[src/rtl/rdout_pkg.sv]
// Shared types and default sizing for the readout training sequencer.
package rdout_pkg;

  typedef enum logic [1:0] {
    IDLE  = 2'd0,
    RUN   = 2'd1,
    DRAIN = 2'd2,
    DONE  = 2'd3
  } state_t;

  localparam int DEF_ADDR_W    = 6;
  localparam int DEF_N_SAMPLES = 64;
  localparam int DEF_EPOCH_W   = 8;
  localparam int DEF_PIPE_LAT  = 4;
  localparam int DEF_EST_W     = 32;
  localparam int DEF_ERR_W     = 40;

endpackage

[src/rtl/rdout_train_ctrl_if.sv]
// Host and reservoir/readout bundle of rdout_train_ctrl; `state` is a debug tap of the sequencer FSM.
interface rdout_train_ctrl_if
  import rdout_pkg::*;
#(
  parameter int ADDR_W  = DEF_ADDR_W,
  parameter int EPOCH_W = DEF_EPOCH_W,
  parameter int EST_W   = DEF_EST_W,
  parameter int ERR_W   = DEF_ERR_W
);
  // start is a level request taken only in IDLE (abort wins); done is a one-cycle pulse, busy covers the run.
  logic               start;
  logic               abort;
  logic [EPOCH_W-1:0] n_epochs;
  logic [ERR_W-1:0]   err_thresh;
  logic [EST_W-1:0]   est;
  logic [EST_W-1:0]   y_true;
  logic [ADDR_W-1:0]  addr;
  logic               res_ce;
  logic               rdout_ce;
  logic               est_valid;
  logic [EPOCH_W-1:0] epoch;
  logic               busy;
  logic               done;
  logic               early_stop;
  state_t             state;

  modport master (
    output start, abort, n_epochs, err_thresh, est, y_true,
    input  addr, res_ce, rdout_ce, est_valid, epoch, busy, done, early_stop, state
  );

  modport slave (
    input  start, abort, n_epochs, err_thresh, est, y_true,
    output addr, res_ce, rdout_ce, est_valid, epoch, busy, done, early_stop, state
  );

endinterface

[src/rtl/rdout_err_accum.sv]
// Absolute error |y_true - est| summed into a saturating unsigned accumulator with synchronous clear.
module rdout_err_accum #(
  parameter int EST_W = 32,
  parameter int ERR_W = 40
) (
  input  logic             clk,
  input  logic             rst,
  input  logic             en,
  input  logic             clr,
  input  logic [EST_W-1:0] est,
  input  logic [EST_W-1:0] y_true,
  output logic [ERR_W-1:0] sum_nxt
);

  logic [EST_W:0]   diff;
  logic [EST_W:0]   mag;
  logic [ERR_W:0]   wide;
  logic [ERR_W-1:0] acc;

  // sum_nxt already includes the current sample so the epoch-end compare sees the full epoch
  always_comb begin
    diff    = {y_true[EST_W-1], y_true} - {est[EST_W-1], est};
    mag     = diff[EST_W] ? (~diff + (EST_W+1)'(1)) : diff;
    wide    = {1'b0, acc} + (ERR_W+1)'(en ? mag : '0);
    sum_nxt = wide[ERR_W] ? '1 : wide[ERR_W-1:0];
  end

  always_ff @(posedge clk) begin
    if (rst || clr) acc <= '0;
    else if (en)    acc <= sum_nxt;
  end

endmodule

[src/rtl/rdout_train_ctrl.sv]
// Readout training sequencer: streams sample addresses for n_epochs, drains the pipe, then locks the readout.
// Optional early stop on per-epoch error is built when RDOUT_EARLY_STOP_EN is defined.
module rdout_train_ctrl
  import rdout_pkg::*;
#(
  parameter int ADDR_W    = DEF_ADDR_W,
  parameter int N_SAMPLES = DEF_N_SAMPLES,
  parameter int EPOCH_W   = DEF_EPOCH_W,
  parameter int PIPE_LAT  = DEF_PIPE_LAT,
  parameter int EST_W     = DEF_EST_W,
  parameter int ERR_W     = DEF_ERR_W
) (
  input logic clk,
  input logic rst,
  rdout_train_ctrl_if.slave bus
);

  localparam int DC_W = $clog2(PIPE_LAT + 1);

  state_t             state;
  logic [ADDR_W-1:0]  addr;
  logic [EPOCH_W-1:0] epoch;
  logic [EPOCH_W-1:0] n_ep_q;
  logic [DC_W-1:0]    drain_cnt;
  logic               res_ce, rdout_ce, done, early_stop, stop_q;
  logic [PIPE_LAT-1:0] vld_sr;
  logic               last_addr, accept, abort_run, stop_hit;

  assign last_addr = (addr == ADDR_W'(N_SAMPLES - 1));
  assign accept    = (state == IDLE) && bus.start && !bus.abort;
  assign abort_run = bus.abort && (state != IDLE);

  always_ff @(posedge clk) begin
    if (rst) begin
      state      <= IDLE;
      addr       <= '0;
      epoch      <= '0;
      n_ep_q     <= '0;
      drain_cnt  <= '0;
      res_ce     <= 1'b0;
      rdout_ce   <= 1'b0;
      done       <= 1'b0;
      early_stop <= 1'b0;
      stop_q     <= 1'b0;
    end else begin
      if (stop_hit) begin
        stop_q     <= 1'b1;
        early_stop <= 1'b1;
      end
      case (state)
        IDLE: if (accept) begin
          n_ep_q     <= bus.n_epochs;
          epoch      <= '0;
          addr       <= '0;
          early_stop <= 1'b0;
          stop_q     <= 1'b0;
          if (bus.n_epochs == '0) begin
            state <= DONE;
          end else begin
            state    <= RUN;
            res_ce   <= 1'b1;
            rdout_ce <= 1'b1;
          end
        end
        RUN: if (last_addr) begin
          if (epoch == n_ep_q - EPOCH_W'(1) || stop_q || stop_hit) begin
            state     <= DRAIN;
            res_ce    <= 1'b0;
            drain_cnt <= '0;
          end else begin
            addr  <= '0;
            epoch <= epoch + EPOCH_W'(1);
          end
        end else begin
          addr <= addr + ADDR_W'(1);
        end
        DRAIN: if (drain_cnt == DC_W'(PIPE_LAT - 1)) begin
          state    <= DONE;
          rdout_ce <= 1'b0;
          done     <= 1'b1;
        end else begin
          drain_cnt <= drain_cnt + DC_W'(1);
        end
        // A zero-epoch run enters DONE with done low and raises it one cycle later
        DONE: if (done) begin
          state <= IDLE;
          done  <= 1'b0;
          addr  <= '0;
        end else begin
          done <= 1'b1;
        end
        default: state <= IDLE;
      endcase
      if (abort_run) begin
        state    <= IDLE;
        res_ce   <= 1'b0;
        rdout_ce <= 1'b0;
        done     <= 1'b0;
        addr     <= '0;
      end
    end
  end

  always_ff @(posedge clk) begin
    if (rst || abort_run) vld_sr <= '0;
    else                  vld_sr <= (vld_sr << 1) | PIPE_LAT'(state == RUN);
  end

`ifdef RDOUT_EARLY_STOP_EN
  logic [PIPE_LAT-1:0] last_sr;
  logic [ERR_W-1:0]    thresh_q, sum_nxt;
  logic                sample_last, acc_clr;

  assign sample_last = vld_sr[PIPE_LAT-1] && last_sr[PIPE_LAT-1];
  assign acc_clr     = sample_last || (state == IDLE);
  assign stop_hit    = sample_last && (sum_nxt < thresh_q);

  always_ff @(posedge clk) begin
    if (rst || abort_run) last_sr <= '0;
    else                  last_sr <= (last_sr << 1) | PIPE_LAT'(state == RUN && last_addr);
    if (rst)         thresh_q <= '0;
    else if (accept) thresh_q <= bus.err_thresh;
  end

  rdout_err_accum #(.EST_W(EST_W), .ERR_W(ERR_W)) u_accum (
    .clk    (clk),
    .rst    (rst),
    .en     (vld_sr[PIPE_LAT-1]),
    .clr    (acc_clr),
    .est    (bus.est),
    .y_true (bus.y_true),
    .sum_nxt(sum_nxt)
  );
`else
  logic unused_inputs;
  assign unused_inputs = ^{bus.est, bus.y_true, bus.err_thresh};
  assign stop_hit      = 1'b0;
`endif

  assign bus.addr       = addr;
  assign bus.res_ce     = res_ce;
  assign bus.rdout_ce   = rdout_ce;
  assign bus.est_valid  = vld_sr[PIPE_LAT-1];
  assign bus.epoch      = epoch;
  assign bus.busy       = (state != IDLE);
  assign bus.done       = done;
  assign bus.early_stop = early_stop;
  assign bus.state      = state;

endmodule

[src/flat_wrapper.sv]
// flat-port wrapper written by rule: the top's interface ports become plain ports
module rdout_train_ctrl_flat import rdout_pkg::*;
#(
  parameter int ADDR_W    = DEF_ADDR_W,
  parameter int N_SAMPLES = DEF_N_SAMPLES,
  parameter int EPOCH_W   = DEF_EPOCH_W,
  parameter int PIPE_LAT  = DEF_PIPE_LAT,
  parameter int EST_W     = DEF_EST_W,
  parameter int ERR_W     = DEF_ERR_W
)
  (clk, rst, bus_start, bus_abort, bus_n_epochs, bus_err_thresh, bus_est, bus_y_true, bus_addr, bus_res_ce, bus_rdout_ce, bus_est_valid, bus_epoch, bus_busy, bus_done, bus_early_stop, bus_state);
  rdout_train_ctrl_if #(.ADDR_W(ADDR_W), .EPOCH_W(EPOCH_W), .EST_W(EST_W), .ERR_W(ERR_W)) bus_i ();
  input logic clk;
  input logic rst;
  input wire logic [$bits(bus_i.start)-1:0] bus_start;
  input wire logic [$bits(bus_i.abort)-1:0] bus_abort;
  input wire logic [$bits(bus_i.n_epochs)-1:0] bus_n_epochs;
  input wire logic [$bits(bus_i.err_thresh)-1:0] bus_err_thresh;
  input wire logic [$bits(bus_i.est)-1:0] bus_est;
  input wire logic [$bits(bus_i.y_true)-1:0] bus_y_true;
  output wire logic [$bits(bus_i.addr)-1:0] bus_addr;
  output wire logic [$bits(bus_i.res_ce)-1:0] bus_res_ce;
  output wire logic [$bits(bus_i.rdout_ce)-1:0] bus_rdout_ce;
  output wire logic [$bits(bus_i.est_valid)-1:0] bus_est_valid;
  output wire logic [$bits(bus_i.epoch)-1:0] bus_epoch;
  output wire logic [$bits(bus_i.busy)-1:0] bus_busy;
  output wire logic [$bits(bus_i.done)-1:0] bus_done;
  output wire logic [$bits(bus_i.early_stop)-1:0] bus_early_stop;
  output wire logic [$bits(bus_i.state)-1:0] bus_state;
  assign bus_i.start = bus_start;
  assign bus_i.abort = bus_abort;
  assign bus_i.n_epochs = bus_n_epochs;
  assign bus_i.err_thresh = bus_err_thresh;
  assign bus_i.est = bus_est;
  assign bus_i.y_true = bus_y_true;
  assign bus_addr = bus_i.addr;
  assign bus_res_ce = bus_i.res_ce;
  assign bus_rdout_ce = bus_i.rdout_ce;
  assign bus_est_valid = bus_i.est_valid;
  assign bus_epoch = bus_i.epoch;
  assign bus_busy = bus_i.busy;
  assign bus_done = bus_i.done;
  assign bus_early_stop = bus_i.early_stop;
  assign bus_state = bus_i.state;
  rdout_train_ctrl #(.ADDR_W(ADDR_W), .N_SAMPLES(N_SAMPLES), .EPOCH_W(EPOCH_W), .PIPE_LAT(PIPE_LAT), .EST_W(EST_W), .ERR_W(ERR_W)) u_core (.clk(clk), .rst(rst), .bus(bus_i));
endmodule
[config.mk]
export PLATFORM = sky130hd
export DESIGN_NAME = rdout_train_ctrl_flat
export DESIGN_NICKNAME = d
export VERILOG_FILES = /design/src/rtl/rdout_pkg.sv /design/src/rtl/rdout_train_ctrl_if.sv /design/src/rtl/rdout_err_accum.sv /design/src/rtl/rdout_train_ctrl.sv /design/src/flat_wrapper.sv
export SDC_FILE = /design/constraint.sdc
export NUM_CORES = 1
export LEC_CHECK = 0
export ABC_AREA = 1
export CAP_MARGIN = 0
export CORE_MARGIN = 1.5
export CORE_UTILIZATION = 33
export DETAILED_ROUTE_END_ITERATION = 6
export PLACE_DENSITY_LB_ADDON = 0.05
export SLEW_MARGIN = 20
export SYNTH_ARGS = -nofsm -noshare
export SYNTH_HDL_FRONTEND = slang
export SYNTH_SLANG_ARGS = --single-unit
[constraint.sdc]
create_clock -name clk -period 1.9 [get_ports clk]
set_clock_uncertainty 0.2 [all_clocks]
set_input_delay 0.285 -clock clk [delete_from_list [all_inputs] [get_ports clk]]
set_output_delay 0.285 -clock clk [all_outputs]
set_load 0.005 [all_outputs]
==> results.md <==
- Status: finished with violations
- Failing checks: setup timing
- Fmax: 496.6 MHz
- Dpl cell area: 2715 um^2
- RePlAce Congestion: 0.7822
- Grt ovf: 0
- Area delta synth->final: 44.22%
- RSZ-0062 raised after global routing: yes
- Maximum vdd drop: 0.5339 mV
- Synth warn: 0
- Library cells used by synthesis: 31
- MaxCap Viol Count: 0
- Number of global-route vias before repair: 2000
- Chip width: 82.38 um
- Hold buffers post-CTS: 0
- Top layer in use: met4
- Nets: 515
- Slowest cell on crit path: dfxtp_2
- Worst EP arrival: 2040 ps
- ANT nets after route: 0
- Crit-path max cell delay: 330 ps
- First-pass GRT wire length: 8.804 mm
- Register area share after synthesis: 0.3273
- Leakage power: 1.300 nW
- Worst Setup Slack, final: -113.5 ps
- Post-synth top cells: nand2_1 (81), nor2_1 (50), dfxtp_1 (34), inv_1 (34), nand3_1 (31)
- Wire per inst: 11.55 um
- Initial antenna violation count: 0
- Cell Rows: 28
- Crit path buffers/inverters: 4
- Primary FF master, synth: dfxtp_1
- Drc violations: 0
- Cell Chain, Critical Path: inv_2, ha_4, buf_4, nand4_1, nand3_1, nand2_2, nor2_4, buf_6, nand3_4, nand2_8, inv_4, nand2_2, nand2_1, nor2_1
- Via/cell ratio: 4.700
- Clock sinks: 34
- Dpl hpwl: 3.993 mm
- Clock buffer count from CTS: 5
- Tmin final: 2014 ps
- # diodes: 0
- Type of origin of the critical path: register
- Clock H-tree levels: 2
- Synthesized area: 2079 um^2
- Met2 routed WL: 2.545 mm
- GR Util All Layers: 0.1712
- WS Path Type: register to register
- Synth area leaders: dfxtp_1 (33%), nand2_1 (15%), nor2_1 (9.0%)
- Core box area: 5991 um^2
- Worst-Skew Late Latency: 290 ps
- Pre-antenna DRT Iters: 4
- Total Die Area: 6786 um^2
- Critical Path End Type: register
- Metal-1 WL: 2.542 mm
- DR WL met3: 173 um
- Pre-CTS setup slack: -168.9 ps
- PD cells: 939.8 nW/um^2
- CTS tree: built
- Clock transition at path regs: 70 ps
- Critical path data required time: 1930 ps
- Number of fill cells: 628
- Most numerous cell in the Yosys netlist: nand2_1
- Max Slew Vio Count: 0
- DR iter-0 viols: 77
- Post-synth EDFFs: 0
- Fin area: 2999 um^2
- Share of layout cells above drive strength 1: 0.2519
- Initial Utilization: 0.3471
- Synth area leader: dfxtp_1
- Hold/Removal Path Class: register to register
- Drt total wl: 5.357 mm
- Die Y: 82.38 um
- Gate Count Post-Synth: 319
- CTS root buf: clkbuf_8
- Number of synthesized register bits: 34
- Final hold violation count: 0
- Crit path max fanout: 8
- Buffers on Ports: 32
- Tcrit/Tclk final: 1.060
- DR vias: 2181
- Final setup viols: 13
- Longest Clk Path Bufs: 2
- Asr flop ratio synth: 0
- Largest net degree at the start of global routing: 15
- Crit path max-delay family: simple AND/OR/NAND/NOR gates
- Most numerous cell on the critical path: nand2_2
- Avg Inst Size Synth: 6.519 um^2
- Mapped Nets: 444
- IO Pins: 138
- Synth top area share: 0.3273
==> tightest hold or removal path, stage by stage (launching register included) <==
cell	delay [ps]
dfxtp_1	300
inv_1	40
nor2_1	30
==> kinds of logic (layout without fill, tap and decap cells) <==
kind of cell / count (synthesis) / count (layout) / synth area share
compound gates: 37 / 37 / 0.09266
other cells: 1 / 1 / 0.001803
simple gates: 185 / 185 / 0.4013
flops: 34 / 34 / 0.3273
fa+ha+maj: 9 / 9 / 0.05415
xor+xnor: 10 / 10 / 0.04212
buf+inv: 43 / 113 / 0.08063
==> what timing repair did <==
action	4_1_cts	5_1_grt
buffers inserted	2	5
pin swaps	12	22
gates resized for setup	19	30
endpoints found under the setup margin	21	20
gates cloned	0	0
==> placed cells by master, fill, tap and decap left out, types with 2 or more instances in the layout <==
master,Yosys,layout
xor2_1,6,6
nor3_1,2,2
nor3b_1,2,2
xnor2_1,4,4
nand3_1,31,23
nand2_2,3,11
dfxtp_2,0,4
o21ai_1,0,2
ha_1,9,6
nor2_1,50,48
nand3_2,1,9
clkbuf_8,0,6
buf_4,1,34
buf_6,0,4
clkdlybuf4s50_1,0,31
nand3b_1,2,2
ha_4,0,2
inv_1,34,28
nand2_1,81,71
a21oi_2,1,4
nor2_4,3,4
nand2_4,1,2
dfxtp_1,34,30
inv_2,2,7
a21oi_1,19,16
nor2_2,2,3
o21ai_0,15,12
or2_2,2,2
nand4_1,3,3
==> where the power goes <==
part | switching, mW | internal (mW) | total [mW]
sequential | 0.0915 | 0.833 | 0.925
clock | 0.269 | 0.280 | 0.549
combinational | 0.718 | 0.627 | 1.34
==> cell type report <==
type / count / area (um^2) / share of cell area
multi-input cells: 242 / 1376 / 0.4589
flip-flops and latches: 34 / 685.7 / 0.2286
repair buffers: 70 / 619.3 / 0.2065
inverters: 37 / 141.4 / 0.04714
well taps: 75 / 93.84 / 0.03129
clock buffers: 6 / 82.58 / 0.02753
==> metrics by stage <==
| step | utilization | std cells | hold WS, ps | total power, mW | TNS, ps |
|---|---|---|---|---|---|
| global route | 0.5006 | 464 | 218.4 | 3.045 | -3089 |
| finish | 0.5006 | 464 | 208.4 | 2.818 | -743.4 |
| floorplan | - | 319 | 193.6 | 1.659 | 0 |
| detailed placement | 0.4532 | 451 | 198.6 | 2.144 | -2153 |
| global placement | 0.4532 | 451 | 197.1 | 2.140 | -1842 |
| CTS | 0.4783 | 459 | 211.2 | 2.750 | -124.4 |
==> registers in the layout, summed over array words and instances (netlist names) <==
register             count
u_core.n_ep_q            8
u_core.drain_cnt         3
u_core.bus.epoch         8
u_core.bus.state         2
u_core.bus.rdout_ce      1
u_core.vld_sr            4
u_core.bus.done          1
u_core.bus.addr          6
u_core.bus.res_ce        1
==> worst paths after layout <==
check	to	cells after the start	startpoint	slack, ps
min	u_core.vld_sr[1]	2	u_core.vld_sr[0]	210
min reg2reg	u_core.vld_sr[1]	2	u_core.vld_sr[0]	210
max	u_core.bus.epoch[1]	14	u_core.n_ep_q[1]	-110
max reg2reg	u_core.bus.epoch[1]	14	u_core.n_ep_q[1]	-110
==> layer usage <==
| layer | global-route usage | vias to the layer above |
|---|---|---|
| met3 | 0.03297 | 10 |
| met5 | 0 | - |
| met1 | 0.2137 | 977 |
| met4 | 0.06102 | 0 |
| li1 | - | 1160 |
| met2 | 0.2911 | 34 |
(Power assumes the default switching activity.)
